`config.mk`:
```
export PLATFORM = sky130hd
export DESIGN_NAME = ahb_bus_arbiter
export DESIGN_NICKNAME = d
export VERILOG_FILES = /design/src/rtl/ahb_arb_pkg.sv /design/src/rtl/ahb_rr_pick.sv /design/src/rtl/ahb_bus_arbiter.sv
export SDC_FILE = /design/constraint.sdc
export NUM_CORES = 1
export LEC_CHECK = 0
export ABC_AREA = 1
export ABC_CLOCK_PERIOD_IN_PS = 2200
export BUFFER_PORTS_ARGS = -buffer_cell sky130_fd_sc_hd__buf_4
export CELL_PAD_IN_SITES_DETAIL_PLACEMENT = 1
export CELL_PAD_IN_SITES_GLOBAL_PLACEMENT = 1
export CORE_ASPECT_RATIO = 0.5
export CORE_UTILIZATION = 42
export CTS_CLUSTER_SIZE = 10
export DETAILED_ROUTE_END_ITERATION = 10
export PLACE_DENSITY_LB_ADDON = 0.2
export SLEW_MARGIN = 20
export SYNTH_ARGS = -nofsm -noshare
export SYNTH_HDL_FRONTEND = slang
export SYNTH_SLANG_ARGS = --single-unit
export TNS_END_PERCENT = 10
```
`constraint.sdc`:
```
create_clock -name CLK -period 2.2 [get_ports CLK]
set_input_delay 0 -clock CLK [delete_from_list [all_inputs] [get_ports CLK]]
set_output_delay 0 -clock CLK [all_outputs]
set_load 0.01 [all_outputs]
```
`src/rtl/ahb_arb_pkg.sv`:
```
// Shared encodings and helpers for the round-robin AHB bus arbiter.
package ahb_arb_pkg;

   localparam logic [1:0] HTRANS_IDLE   = 2'd0;
   localparam logic [1:0] HTRANS_BUSY   = 2'd1;
   localparam logic [1:0] HTRANS_NONSEQ = 2'd2;
   localparam logic [1:0] HTRANS_SEQ    = 2'd3;

   localparam logic [2:0] HBURST_SINGLE = 3'd0;
   localparam logic [2:0] HBURST_INCR   = 3'd1;
   localparam logic [2:0] HBURST_WRAP4  = 3'd2;
   localparam logic [2:0] HBURST_INCR4  = 3'd3;
   localparam logic [2:0] HBURST_WRAP8  = 3'd4;
   localparam logic [2:0] HBURST_INCR8  = 3'd5;
   localparam logic [2:0] HBURST_WRAP16 = 3'd6;
   localparam logic [2:0] HBURST_INCR16 = 3'd7;

   localparam logic [1:0] HRESP_OKAY  = 2'd0;
   localparam logic [1:0] HRESP_ERROR = 2'd1;

   typedef enum logic [1:0] {ARB, FIXED, OPEN} arb_state_t;

   // 0 means undefined length (INCR)
   function automatic logic [4:0] burst_beats(input logic [2:0] hburst);
      case (hburst)
         HBURST_SINGLE:               return 5'd1;
         HBURST_INCR:                 return 5'd0;
         HBURST_WRAP4, HBURST_INCR4:  return 5'd4;
         HBURST_WRAP8, HBURST_INCR8:  return 5'd8;
         default:                     return 5'd16;
      endcase
   endfunction

endpackage

```
`src/rtl/ahb_rr_pick.sv`:
```
// Combinational round-robin picker: searches from last_i+1 with wrap, so the
// last owner is considered only after everyone else.
module ahb_rr_pick #(
   parameter int N  = 4,
   parameter int IW = 2
) (
   input  logic [N-1:0]  req_i,
   input  logic [IW-1:0] last_i,
   output logic [N-1:0]  gnt_o,
   output logic [IW-1:0] idx_o,
   output logic          vld_o
);

   logic [IW-1:0] k;

   always_comb begin
      gnt_o = '0;
      idx_o = '0;
      vld_o = 1'b0;
      k     = '0;
      for (int i = 1; i <= N; i++) begin
         k = IW'((int'(last_i) + i) % N);
         if (!vld_o && req_i[k]) begin
            vld_o    = 1'b1;
            gnt_o[k] = 1'b1;
            idx_o    = k;
         end
      end
   end

endmodule

```
`src/rtl/ahb_bus_arbiter.sv`:
```
// Round-robin AHB arbiter: tracks shared-bus bursts to decide when ownership
// may move, drives registered one-hot HGRANT and the lagging HMASTER select.
//
// state | meaning
// ARB   | no burst open; every ready cycle is an arbitration window
// FIXED | counted burst in flight, beats_q beats still to come
// OPEN  | undefined-length INCR, incr_q beats seen (saturating)
module ahb_bus_arbiter
   import ahb_arb_pkg::*;
#(
   parameter int NUM_MASTERS    = 4,
   parameter int DEFAULT_MASTER = 0,
   parameter int MAX_INCR_BEATS = 16
) (
   input  logic                           CLK,
   input  logic                           HRESETn,
   input  logic [NUM_MASTERS-1:0]         HBUSREQ,
   input  logic [1:0]                     HTRANS,
   input  logic [2:0]                     HBURST,
   input  logic                           HREADY_IN,
   input  logic [1:0]                     HRESP,
   output logic [NUM_MASTERS-1:0]         HGRANT,
   output logic [$clog2(NUM_MASTERS)-1:0] HMASTER
);

   localparam int MW = $clog2(NUM_MASTERS);
   localparam int CW = $clog2(MAX_INCR_BEATS + 1);
   localparam logic [NUM_MASTERS-1:0] PARK_GNT =
      {{(NUM_MASTERS-1){1'b0}}, 1'b1} << DEFAULT_MASTER;
   localparam logic [MW-1:0] PARK_IDX = MW'(DEFAULT_MASTER);
   localparam logic [CW-1:0] INCR_MAX = CW'(MAX_INCR_BEATS);

   arb_state_t             state_q, state_d, ld_state;
   logic [3:0]             beats_q, beats_d, ld_beats;
   logic [CW-1:0]          incr_q, incr_d, ld_incr, incr_nxt;
   logic [NUM_MASTERS-1:0] gnt_q, gnt_d, pk_gnt, own_mask;
   logic [MW-1:0]          mst_q, mst_d, pk_idx, gnt_idx;
   logic [4:0]             blen;
   logic                   pk_vld, is_idle, is_nonseq, is_seq, acc;
   logic                   owner_req, others, win;

   ahb_rr_pick #(.N(NUM_MASTERS), .IW(MW)) u_pick (
      .req_i  (HBUSREQ),
      .last_i (mst_q),
      .gnt_o  (pk_gnt),
      .idx_o  (pk_idx),
      .vld_o  (pk_vld)
   );

   assign is_idle   = (HTRANS == HTRANS_IDLE);
   assign is_nonseq = (HTRANS == HTRANS_NONSEQ);
   assign is_seq    = (HTRANS == HTRANS_SEQ);
   assign acc       = HREADY_IN && (is_nonseq || is_seq);
   assign owner_req = HBUSREQ[mst_q];
   assign others    = |(HBUSREQ & ~own_mask);
   assign incr_nxt  = (acc && is_seq && incr_q != INCR_MAX) ? incr_q + CW'(1) : incr_q;

   always_comb begin
      own_mask        = '0;
      own_mask[mst_q] = 1'b1;
      gnt_idx         = '0;
      for (int i = 0; i < NUM_MASTERS; i++)
         if (gnt_q[i]) gnt_idx = MW'(i);
   end

   // Where a fresh NONSEQ would take the tracker
   always_comb begin
      blen     = burst_beats(HBURST);
      ld_state = ARB;
      ld_beats = '0;
      ld_incr  = '0;
      if (blen == 5'd0) begin
         ld_state = OPEN;
         ld_incr  = CW'(1);
      end else if (blen != 5'd1) begin
         ld_state = FIXED;
         ld_beats = 4'(blen - 5'd1);
      end
   end

   always_comb begin
      state_d = state_q;
      beats_d = beats_q;
      incr_d  = incr_q;
      if (HRESP == HRESP_ERROR && !HREADY_IN) begin
         state_d = ARB;
         beats_d = '0;
         incr_d  = '0;
      end else begin
         case (state_q)
            ARB: if (acc && is_nonseq) begin
               state_d = ld_state; beats_d = ld_beats; incr_d = ld_incr;
            end
            FIXED: begin
               if (HREADY_IN && is_idle) begin
                  state_d = ARB; beats_d = '0;
               end else if (acc && is_nonseq) begin
                  state_d = ld_state; beats_d = ld_beats; incr_d = ld_incr;
               end else if (acc && is_seq) begin
                  beats_d = beats_q - 4'd1;
                  if (beats_q == 4'd1) state_d = ARB;
               end
            end
            OPEN: begin
               if ((HREADY_IN && is_idle) || !owner_req ||
                   (HREADY_IN && others && incr_nxt == INCR_MAX)) begin
                  state_d = ARB; incr_d = '0;
               end else if (acc && is_nonseq) begin
                  state_d = ld_state; beats_d = ld_beats; incr_d = ld_incr;
               end else begin
                  incr_d = incr_nxt;
               end
            end
            default: state_d = ARB;
         endcase
      end
   end

   // A last FIXED beat also lands in ARB, so one test covers both window kinds
   assign win   = HREADY_IN && (state_d == ARB);
   assign gnt_d = win ? (pk_vld ? pk_gnt : PARK_GNT) : gnt_q;
   assign mst_d = HREADY_IN ? gnt_idx : mst_q;

   always_ff @(posedge CLK or negedge HRESETn) begin
      if (!HRESETn) begin
         state_q <= ARB;
         beats_q <= '0;
         incr_q  <= '0;
         gnt_q   <= PARK_GNT;
         mst_q   <= PARK_IDX;
      end else begin
         state_q <= state_d;
         beats_q <= beats_d;
         incr_q  <= incr_d;
         gnt_q   <= gnt_d;
         mst_q   <= mst_d;
      end
   end

   assign HGRANT  = gnt_q;
   assign HMASTER = mst_q;

   a_grant_onehot: assert property (@(posedge CLK) disable iff (!HRESETn) $onehot(gnt_q));

   logic unused_pk;
   assign unused_pk = ^pk_idx;

endmodule

```
; ---- Word level (Yosys, flattened, before mapping)
; Cells that the tools add are included.
[op_classes]
bitwise_logic = 5
add_sub_neg = 7
muxes = 60
n_reduce_logical = 36
eq_ne = 17
n_lt_le_gt_ge = 10
[ops]
columns = cell, count
row1 = 2-to-1 mux 4 bit, 13
row2 = 2-to-1 mux 5 bit, 6
row3 = 2-to-1 mux 2 bit, 10
row4 = case mux 5 bit (4 select lines), 1
row5 = logical AND 1 bit, 17
row6 = 2-to-1 mux 1 bit, 17
row7 = less-than comparator 2 x 3 -> 1 bit (second input constant), 5
row8 = case mux 5 bit (3 select lines), 1
row9 = OR 4 bit, 3
row10 = case mux 4 bit (3 select lines), 1
row11 = binary-select mux 1 bit (select 2 bit), 5
row12 = demux 1 bit (select 2 bit), 5
row13 = greater-or-equal comparator 2 x 1 -> 1 bit (second input constant), 5
row14 = inequality test 5 bit (second input constant), 2
row15 = subtractor 4 x 1 -> 4 bit (second input constant), 2
row16 = == test 2 bit (second input constant), 3
row17 = == test 3 x 2 -> 1 bit (second input constant), 2
row18 = == test 3 bit (second input constant), 2
row19 = logical NOT 2 bit, 3
row20 = inequality test 3 bit (second input constant), 2
row21 = case mux 2 bit (3 select lines), 1
row22 = adder 5 x 1 -> 5 bit (second input constant), 1
row23 = == test 5 bit (second input constant), 1
row24 = logical NOT 1 bit, 5
row25 = other kinds (16), 22
[totals]
out_inout_bits = 6
word_cells = 140
in_bits = 14
register_bits = 17

; ---- Logic depth before layout (Yosys ltp)
; Gate-level depths: netlist of the first run.
[depth]
ltp_word = 15
depth_mapped = 16
mapped_depth_nobuf = 16

; ---- Modules after synthesis
; From an unflattened synthesis of the first run, not the netlist that was laid out.
[unflattened]
hier_cells = 279
hier_area_um2 = 1959.4
[modules_own_cells]
columns = module, cells_per_inst, n_inst, seq_area_each_um2, area_each_um2
row1 = ahb_bus_arbiter, 198, 1, 426.7, 1423.9
row2 = ahb_rr_pick, 81, 1, 0.0, 535.5

; ---- Worst setup path before layout of the first run
; Ideal clock, no wire load.
[synth_timing]
kind = register to register
startpoint = register mst_q[0], in the netlist HMASTER[0]
endpoint = register gnt_q[1], in the netlist HGRANT[1]
arrival_time_ps = 1987
setup_slack_ps = 148
setup_ps = 65
period_less_slack_ps = 2052
t_required_ps = 2135
stages_incl_launch_ff = 13
n_path_buf = 0
cell_sequence = dfrtp_1 -> inv_2 -> ha_1 -> inv_1 -> o211ai_1 -> nand2_4 -> nand2_2 -> inv_2 -> nand2_2 -> or2_4 -> o21ai_1 -> nand3_1 -> nand2_1
[synth_between]
elab_chain_cells = 15
word_cells_on_any_way = 70
classes_between = add/sub: 4 / order compare: 10 / mux: 32 / bitwise: 5 / reduce/logical: 19
[synth_rtl]
columns = element, line
row1 = from (decl), ahb_bus_arbiter.sv:37  ; logic [MW-1:0] mst_q, mst_d, pk_idx, gnt_idx;
row2 = from (signal assigned), ahb_bus_arbiter.sv:136  ; mst_q <= mst_d;
row3 = "parallel branches: the longest is 15 deep, another holds less-than comparator 2 x 3 -> 1 bit", n/a
row4 = to (signal assigned), ahb_bus_arbiter.sv:135  ; gnt_q <= gnt_d;
row5 = to (decl), ahb_bus_arbiter.sv:36  ; logic [NUM_MASTERS-1:0] gnt_q, gnt_d, pk_gnt, own_mask;
; Parallel ways; which one is timed is not known. The select of a mux whose other input is x is not followed.
; A chain may end at the register's enable or synchronous reset.

; ---- Worst setup path in the final report of the first run
[layout_timing]
startpoint = register mst_q[1], in the netlist HMASTER[1]
endpoint = register gnt_q[1], in the netlist HGRANT[1]
; Same word-level chain as after synthesis.

==> results of run 1 <==
-- through the flow --
step	area (um^2)	hold WS (ns)	total power, uW	std cells
2_1_floorplan	1720	-0.296	1470	254
3_3_place_gp	1940	-0.113	1790	326
3_5_place_dp	1940	-0.110	1870	326
4_1_cts	1990	0.0320	2130	331
5_1_grt	2020	0.0421	2370	332
6_report	2020	0.0264	2170	332
-- critical path, cell delays in order (launching register included) --
cell and delay, ns:
sky130_fd_sc_hd__dfrtp_1 0.39, sky130_fd_sc_hd__buf_4 0.16, sky130_fd_sc_hd__ha_1 0.19, sky130_fd_sc_hd__inv_2 0.12, sky130_fd_sc_hd__nand2_1 0.06, sky130_fd_sc_hd__nand2_1 0.06, sky130_fd_sc_hd__inv_1 0.04, sky130_fd_sc_hd__nand2_1 0.07
sky130_fd_sc_hd__nand3_1 0.09, sky130_fd_sc_hd__nor2_2 0.11, sky130_fd_sc_hd__nand3_2 0.12, sky130_fd_sc_hd__nand3_2 0.11, sky130_fd_sc_hd__nand2_2 0.07, sky130_fd_sc_hd__o21ai_4 0.10, sky130_fd_sc_hd__nand2_2 0.10, sky130_fd_sc_hd__nand2_1 0.06
sky130_fd_sc_hd__nand2_1 0.05
-- repair_timing --
action                                  4_1_cts  5_1_grt
resized for setup                             0       11
hold buffers                                  1        0
endpoints found under the setup margin        0       10
buffers inserted                              0        1
hold endpoints to repair                     17        0
-- cell type report --
| class | instances | share of cell area |
|---|---|---|
| clock buffer | 4 | 0.0223 |
| inverter | 37 | 0.0686 |
| multi-input combinational | 198 | 0.573 |
| sequential | 17 | 0.211 |
| tap | 51 | 0.0315 |
| timing repair buffer | 25 | 0.0940 |
-- sequential cells by signal (all words and copies together), names as in the netlist --
name and count:
beats_q 4, HMASTER 2, state_q 2, HGRANT 4, incr_q 5
-- per-layer routing --
metal	track usage	vias up	wire, um
li1	-	876	-
met1	0.308	845	2330
met4	0.0563	0	50
met3	0.0518	7	186
met5	0	-	0
met2	0.502	25	2480
-- kinds of logic after synthesis --
logic type                 Yosys count  synth area share
AOI/OAI and AO/OA                   47             0.181
xor gates and xnor gates             1           0.00510
adders and majority gates           15             0.109
buffers and inverters               39            0.0904
DFF                                 17             0.249
and+or+nand+nor                    135             0.366
-- final timing paths --
path | start | to | slack (ns) | cells after the start
max | HMASTER[1]$_DFFE_PN0P_ | HGRANT[1]$_DFFE_PN0P_ | 0.20 | 16
min | HREADY_IN | HGRANT[0]$_DFFE_PN1P_ | 0.03 | 3
max reg2reg | HMASTER[1]$_DFFE_PN0P_ | HGRANT[1]$_DFFE_PN0P_ | 0.20 | 16
min reg2reg | HGRANT[0]$_DFFE_PN1P_ | HGRANT[0]$_DFFE_PN1P_ | 0.47 | 2
max in group asynchronous | HRESETn | HGRANT[0]$_DFFE_PN1P_ | 1.79 | 2
min in group asynchronous | HRESETn | HGRANT[2]$_DFFE_PN0P_ | 0.15 | 2
-- power by group through the flow --
stage	Sequential, uW	Clock, uW	Combinational [uW]
detailed placement	496	0	1370
global placement	489	0	1300
CTS	491	257	1380
global route	506	278	1580
finish	493	257	1420
floorplan	521	0	950
-- layout by cell type (no fill, tap or decap), drive strengths merged, types with 3 or more instances in the layout --
cell type,synthesis,layout
clkbuf,0,4
a21oi,12,12
dfrtp,16,16
nand3,21,21
ha,15,15
inv,37,37
or2,5,5
buf,2,24
nand4,3,3
nand2,76,76
nor2,28,28
o21ai,24,24
==> results.py, run 1 <==
metrics = {
    "status": {
        "outcome": "complete, no violations",
    },
    "routing": {
        "drt-wirelength-per-cell_um": 15.2,
        "drt-initial-drc-count": 59,
        "via_count": 1753,
        "drtPass1Iterations": 4,
        "detail_route.drc_violations": 0,
        "route.antenna.remaining_nets": 0,
        "avgViaCountPerCell": 5.28,
        "drt_wl_total_um": 5050,
    },
    "synth": {
        "synthArstFlopShare": 1.00,
        "edff_count_synth": 0,
        "synth_warnings": 0,
        "synth.top_cells.by_count": "sky130_fd_sc_hd__nand2_1 (63), sky130_fd_sc_hd__inv_1 (34), sky130_fd_sc_hd__nor2_1 (26)",
        "post-synth-top-area-cell": "sky130_fd_sc_hd__dfrtp_1",
        "postSynthRegisterBits": 17,
        "synth_sequential_area_ratio": 0.249,
        "mappedNetlistArea_um2": 1720,
        "postSynthNetCount": 283,
        "dominantRegCellSynth": "sky130_fd_sc_hd__dfrtp_1",
        "synth_cell_type_count": 35,
        "synth_cells": 254,
        "synthDominantCellAreaShare": 0.233,
        "yosysMostFrequentCell": "sky130_fd_sc_hd__nand2_1",
        "post_synth.cell_area_avg_um2": 6.76,
        "synth_area_leaders": "sky130_fd_sc_hd__dfrtp_1 (23%), sky130_fd_sc_hd__nand2_1 (14%), sky130_fd_sc_hd__ha_1 (11%), sky130_fd_sc_hd__inv_1 (7.4%), sky130_fd_sc_hd__nor2_1 (5.7%)",
    },
    "grt": {
        "grt_pass1_wl_um": 8470,
        "grt_start_max_net_pins": 18,
        "antenna_found_initial": 0,
        "remaining_global_route_overflow": 0,
        "grt_usage": 0.258,
        "grt_pass1_vias": 1803,
    },
    "clock_network": {
        "worst_skew_pair.late_latency_ns": 0.27,
        "max-clock-path-buffers": 2,
        "clock_sinks": 17,
        "clock-root-buffer": "sky130_fd_sc_hd__clkbuf_8",
        "tritoncts": "done",
        "worst_path_clk_slew_ns": 0.08,
        "cts_buffers": 3,
        "ctsHtreeMaxLevel": 1,
    },
    "power_and_ir_drop": {
        "peakVddDrop_mv": 0.401,
        "p_seq_frac": 0.228,
        "internal_power_uw": 1080,
        "netSwitchingPower_uw": 1090,
        "clock_power_share": 0.119,
        "power.share.combinational": 0.654,
        "total_leakage_power_uw": 0.00102,
        "power_per_cell_area_nw_per_um2": 1070,
        "power.switching_fraction": 0.504,
    },
    "placement": {
        "pre_cts_ws_ns": 0.102,
        "hpwlAfterDp_um": 4000,
        "portBuffers": 19,
        "gpl.final_weighted_congestion": 0.832,
    },
    "sta": {
        "timing.final.setup_violations": 0,
        "max_freq_mhz": 499,
        "final_hold_viol_count": 0,
        "period_minus_slack_ns": 2.00,
        "rsz0062_at_grt": "true",
        "final-max-slew-violation-count": 0,
        "final_sum_of_negative_setup_slack_ns": 0,
        "timing.slew.headroom": 0.656,
        "period_share": 0.911,
        "worst_clock_skew_ns": 0.00497,
        "tightest_slew_ns": 0.511,
        "layout_setup_ws_ns": 0.196,
    },
    "floorplanning": {
        "coreArea_um2": 3660,
        "placement_rows": 15,
        "start_util": 0.469,
        "number_of_placed_i_o_pins": 20,
        "floorplan.die_area_um2": 4360,
        "die_height_um": 47.2,
        "chipWidth_um": 92.4,
    },
    "critical_path": {
        "critPathLaunchType": "register",
        "setup.worst_path.class": "reg -> reg",
        "required_ns": 2.37,
        "critPathArrivalTime_ns": 2.17,
        "worst-path-max-fanout": 6,
        "kind_of_end_point_of_the_critical_path": "register",
    },
    "final_layout": {
        "num-fill-cells": 494,
        "final_standard_cell_utilization_of_the_core": 0.553,
        "area_delta_synth_final_pct": 17.9,
        "antenna-diode-count": 0,
        "final_layout_size_suffix_gt1_frac": 0.253,
        "ff_latch_area_um2": 427,
        "multiInputGateArea_um2": 1160,
        "num-nets-final": 311,
    },
    "hold_path": {
        "hold_path_class": "in -> reg",
    },
    "job": {
        "maxCapViolations": 0,
    },
}
No activity file was read; power rests on OpenSTA's default activity.
==> run 2: changes to the inputs <==
Settings changed: CTS_CLUSTER_SIZE 10 to 24, PLACE_DENSITY_LB_ADDON 0.2 to 0.1, SETUP_SLACK_MARGIN set to 0.15.
==> results.py, run 2 (synthesis results as in run 1) <==
metrics = {
    "power_and_ir_drop": {
        "total_leakage_power_uw": 0.00105,
        "power.share.combinational": 0.664,
        "power.switching_fraction": 0.498,
        "p_seq_frac": 0.225,
        "peakVddDrop_mv": 0.469,
        "post-layout-total-power_uw": 2240,
        "clock_power_share": 0.111,
        "power_per_cell_area_nw_per_um2": 1080,
        "netSwitchingPower_uw": 1120,
        "internal_power_uw": 1130,
    },
    "final_layout": {
        "num-nets-final": 315,
        "area_delta_synth_final_pct": 20.8,
        "top_register": "incr_q",
        "layout.cells.most_common_list": "sky130_fd_sc_hd__nand2_1 (61), sky130_fd_sc_hd__inv_1 (28), sky130_fd_sc_hd__buf_4 (27), sky130_fd_sc_hd__nor2_1 (26), sky130_fd_sc_hd__nand3_1 (18)",
        "final_standard_cell_utilization_of_the_core": 0.567,
        "final_layout_size_suffix_gt1_frac": 0.274,
        "final_cell_area_um2": 2070,
        "antenna-diode-count": 0,
        "largest_register_ffs": 5,
        "commonest_non_fill_non_tap_cell_in_the_layout": "sky130_fd_sc_hd__nand2_1",
    },
    "hold_path": {
        "hold_path_class": "in -> reg",
        "hp-start": "HREADY_IN",
    },
    "sta": {
        "timing.final.setup_violations": 0,
        "max_freq_mhz": 495,
        "final-max-slew-violation-count": 0,
        "period_minus_slack_ns": 2.02,
        "hold_slack_ns": 0.0304,
        "period_share": 0.919,
        "rsz0062_at_grt": "true",
        "final_hold_viol_count": 0,
        "final_sum_of_negative_setup_slack_ns": 0,
        "worst_clock_skew_ns": 0.00661,
        "tightest_slew_ns": 0.515,
        "timing.slew.headroom": 0.653,
    },
    "routing": {
        "drtPass1Iterations": 4,
        "detail_route.drc_violations": 0,
        "drt-wirelength-per-cell_um": 14.6,
        "via_count": 1758,
        "drt_wl_total_um": 4910,
        "drt-initial-drc-count": 84,
        "avgViaCountPerCell": 5.23,
        "route.antenna.remaining_nets": 0,
    },
    "floorplanning": {
        "coreArea_um2": 3660,
        "chipWidth_um": 92.4,
        "placement_rows": 15,
        "start_util": 0.469,
        "floorplan.die_area_um2": 4360,
        "die_height_um": 47.2,
        "number_of_placed_i_o_pins": 20,
    },
    "critical_path": {
        "kind_of_end_point_of_the_critical_path": "register",
        "critPathSlowestCell": "sky130_fd_sc_hd__dfrtp_1",
        "critPathArrivalTime_ns": 2.18,
        "slowest_delay_ns": 0.40,
        "setup.worst_path.class": "reg -> reg",
        "cpMostUsedCell": "sky130_fd_sc_hd__nand2_1",
        "crit_family": "simple AND/OR/NAND/NOR gates",
        "rr_startpoint": "HMASTER[1]$_DFFE_PN0P_",
        "worst-path-max-fanout": 6,
        "cp_num_buf_inv": 3,
        "crit_path_start": "HMASTER[1]$_DFFE_PN0P_",
        "required_ns": 2.36,
        "path_cells": "buf_6, ha_1, inv_2, nand2_1, nand2_1, inv_1, nand2_1, nand3_1, nor2_1, nand3_2, nand3_2, nand2_2, o21ai_4, nand2_2, nand2_1, nand2_1",
        "critPathLaunchType": "register",
    },
    "clock_network": {
        "worst_skew_pair.late_latency_ns": 0.26,
        "tritoncts": "done",
        "clock_sinks": 17,
        "cts_buffers": 3,
        "max-clock-path-buffers": 2,
        "ctsHtreeMaxLevel": 1,
        "clock-root-buffer": "sky130_fd_sc_hd__clkbuf_8",
        "worst_path_clk_slew_ns": 0.07,
    },
    "status": {
        "outcome": "complete, no violations",
    },
    "grt": {
        "grt_pass1_vias": 1723,
        "remaining_global_route_overflow": 0,
        "antenna_found_initial": 0,
        "grt_usage": 0.244,
        "grt_pass1_wl_um": 8020,
        "grt_start_max_net_pins": 18,
    },
    "job": {
        "maxCapViolations": 0,
    },
    "placement": {
        "gpl.final_weighted_congestion": 0.829,
        "instance_area_after_placement_um2": 1940,
        "hpwlAfterDp_um": 3880,
        "portBuffers": 19,
    },
}
[run 2: cell types whose count changed in the layout (fill, tap and decap cells not counted), sizes merged]
cell,before,now
buf,24,28
clkinv,0,1
inv,37,36
[run 2: per-stage QoR]
stage                     std cells  setup WS, ns
after CTS                       332         0.143
after detailed placement        326         0.129
after floorplan                 254         0.243
after global placement          326         0.205
after global routing            336        0.0366
final                           336         0.179
[run 2: final timing paths]
kind | end | slack [ns] | depth (start not counted)
max in group asynchronous | HGRANT[0]$_DFFE_PN1P_ | 1.79 | 2
setup reg to reg | HGRANT[2]$_DFFE_PN0P_ | 0.18 | 16
hold reg to reg | HGRANT[0]$_DFFE_PN1P_ | 0.47 | 2
hold / removal | HGRANT[0]$_DFFE_PN1P_ | 0.03 | 3
min in group asynchronous | state_q[0]$_DFF_PN0_ | 0.14 | 2
setup / recovery | HGRANT[2]$_DFFE_PN0P_ | 0.18 | 16
[run 2: final cells by class]
class | instances | area [um^2]
fill | 499 | 1590
inverter | 37 | 144
clock buffer | 4 | 45.0
multi-input combinational | 198 | 1170
tap | 51 | 63.8
sequential | 17 | 428
timing repair buffer | 29 | 224
[run 2: power by group through the flow]
stage	Sequential (uW)	Combinational [uW]	Clock, uW
after floorplan	522	950	0
after global placement	495	1320	0
after detailed placement	504	1380	0
after CTS	502	1390	256
after global routing	519	1680	260
final	505	1490	249
[run 2: repair_timing]
action / 4_1_cts / 5_1_grt
endpoints found under the hold margin: 17 / 0
gates resized for setup: 3 / 17
pin swaps: 0 / 3
hold buffers: 1 / 0
endpoints found under the setup margin: 3 / 11
buffers inserted: 1 / 4
[run 2: layer usage]
layer	routed length (um)	GRT usage	part of all wire
met4	55	0.0719	0.011
met2	2470	0.468	0.50
met5	0	0	0
met1	2270	0.294	0.46
met3	111	0.0437	0.023
[run 2: worst reg2reg max path: cells and delay by family, from the launching register on]
kind                     cells  cell delay [ns]
AO/OA/AOI/OAI                1             0.10
adder cells (fa/ha/maj)      1             0.20
buffers and inverters        3             0.26
flip-flops                   1             0.40
AND/OR/NAND/NOR             11             0.95
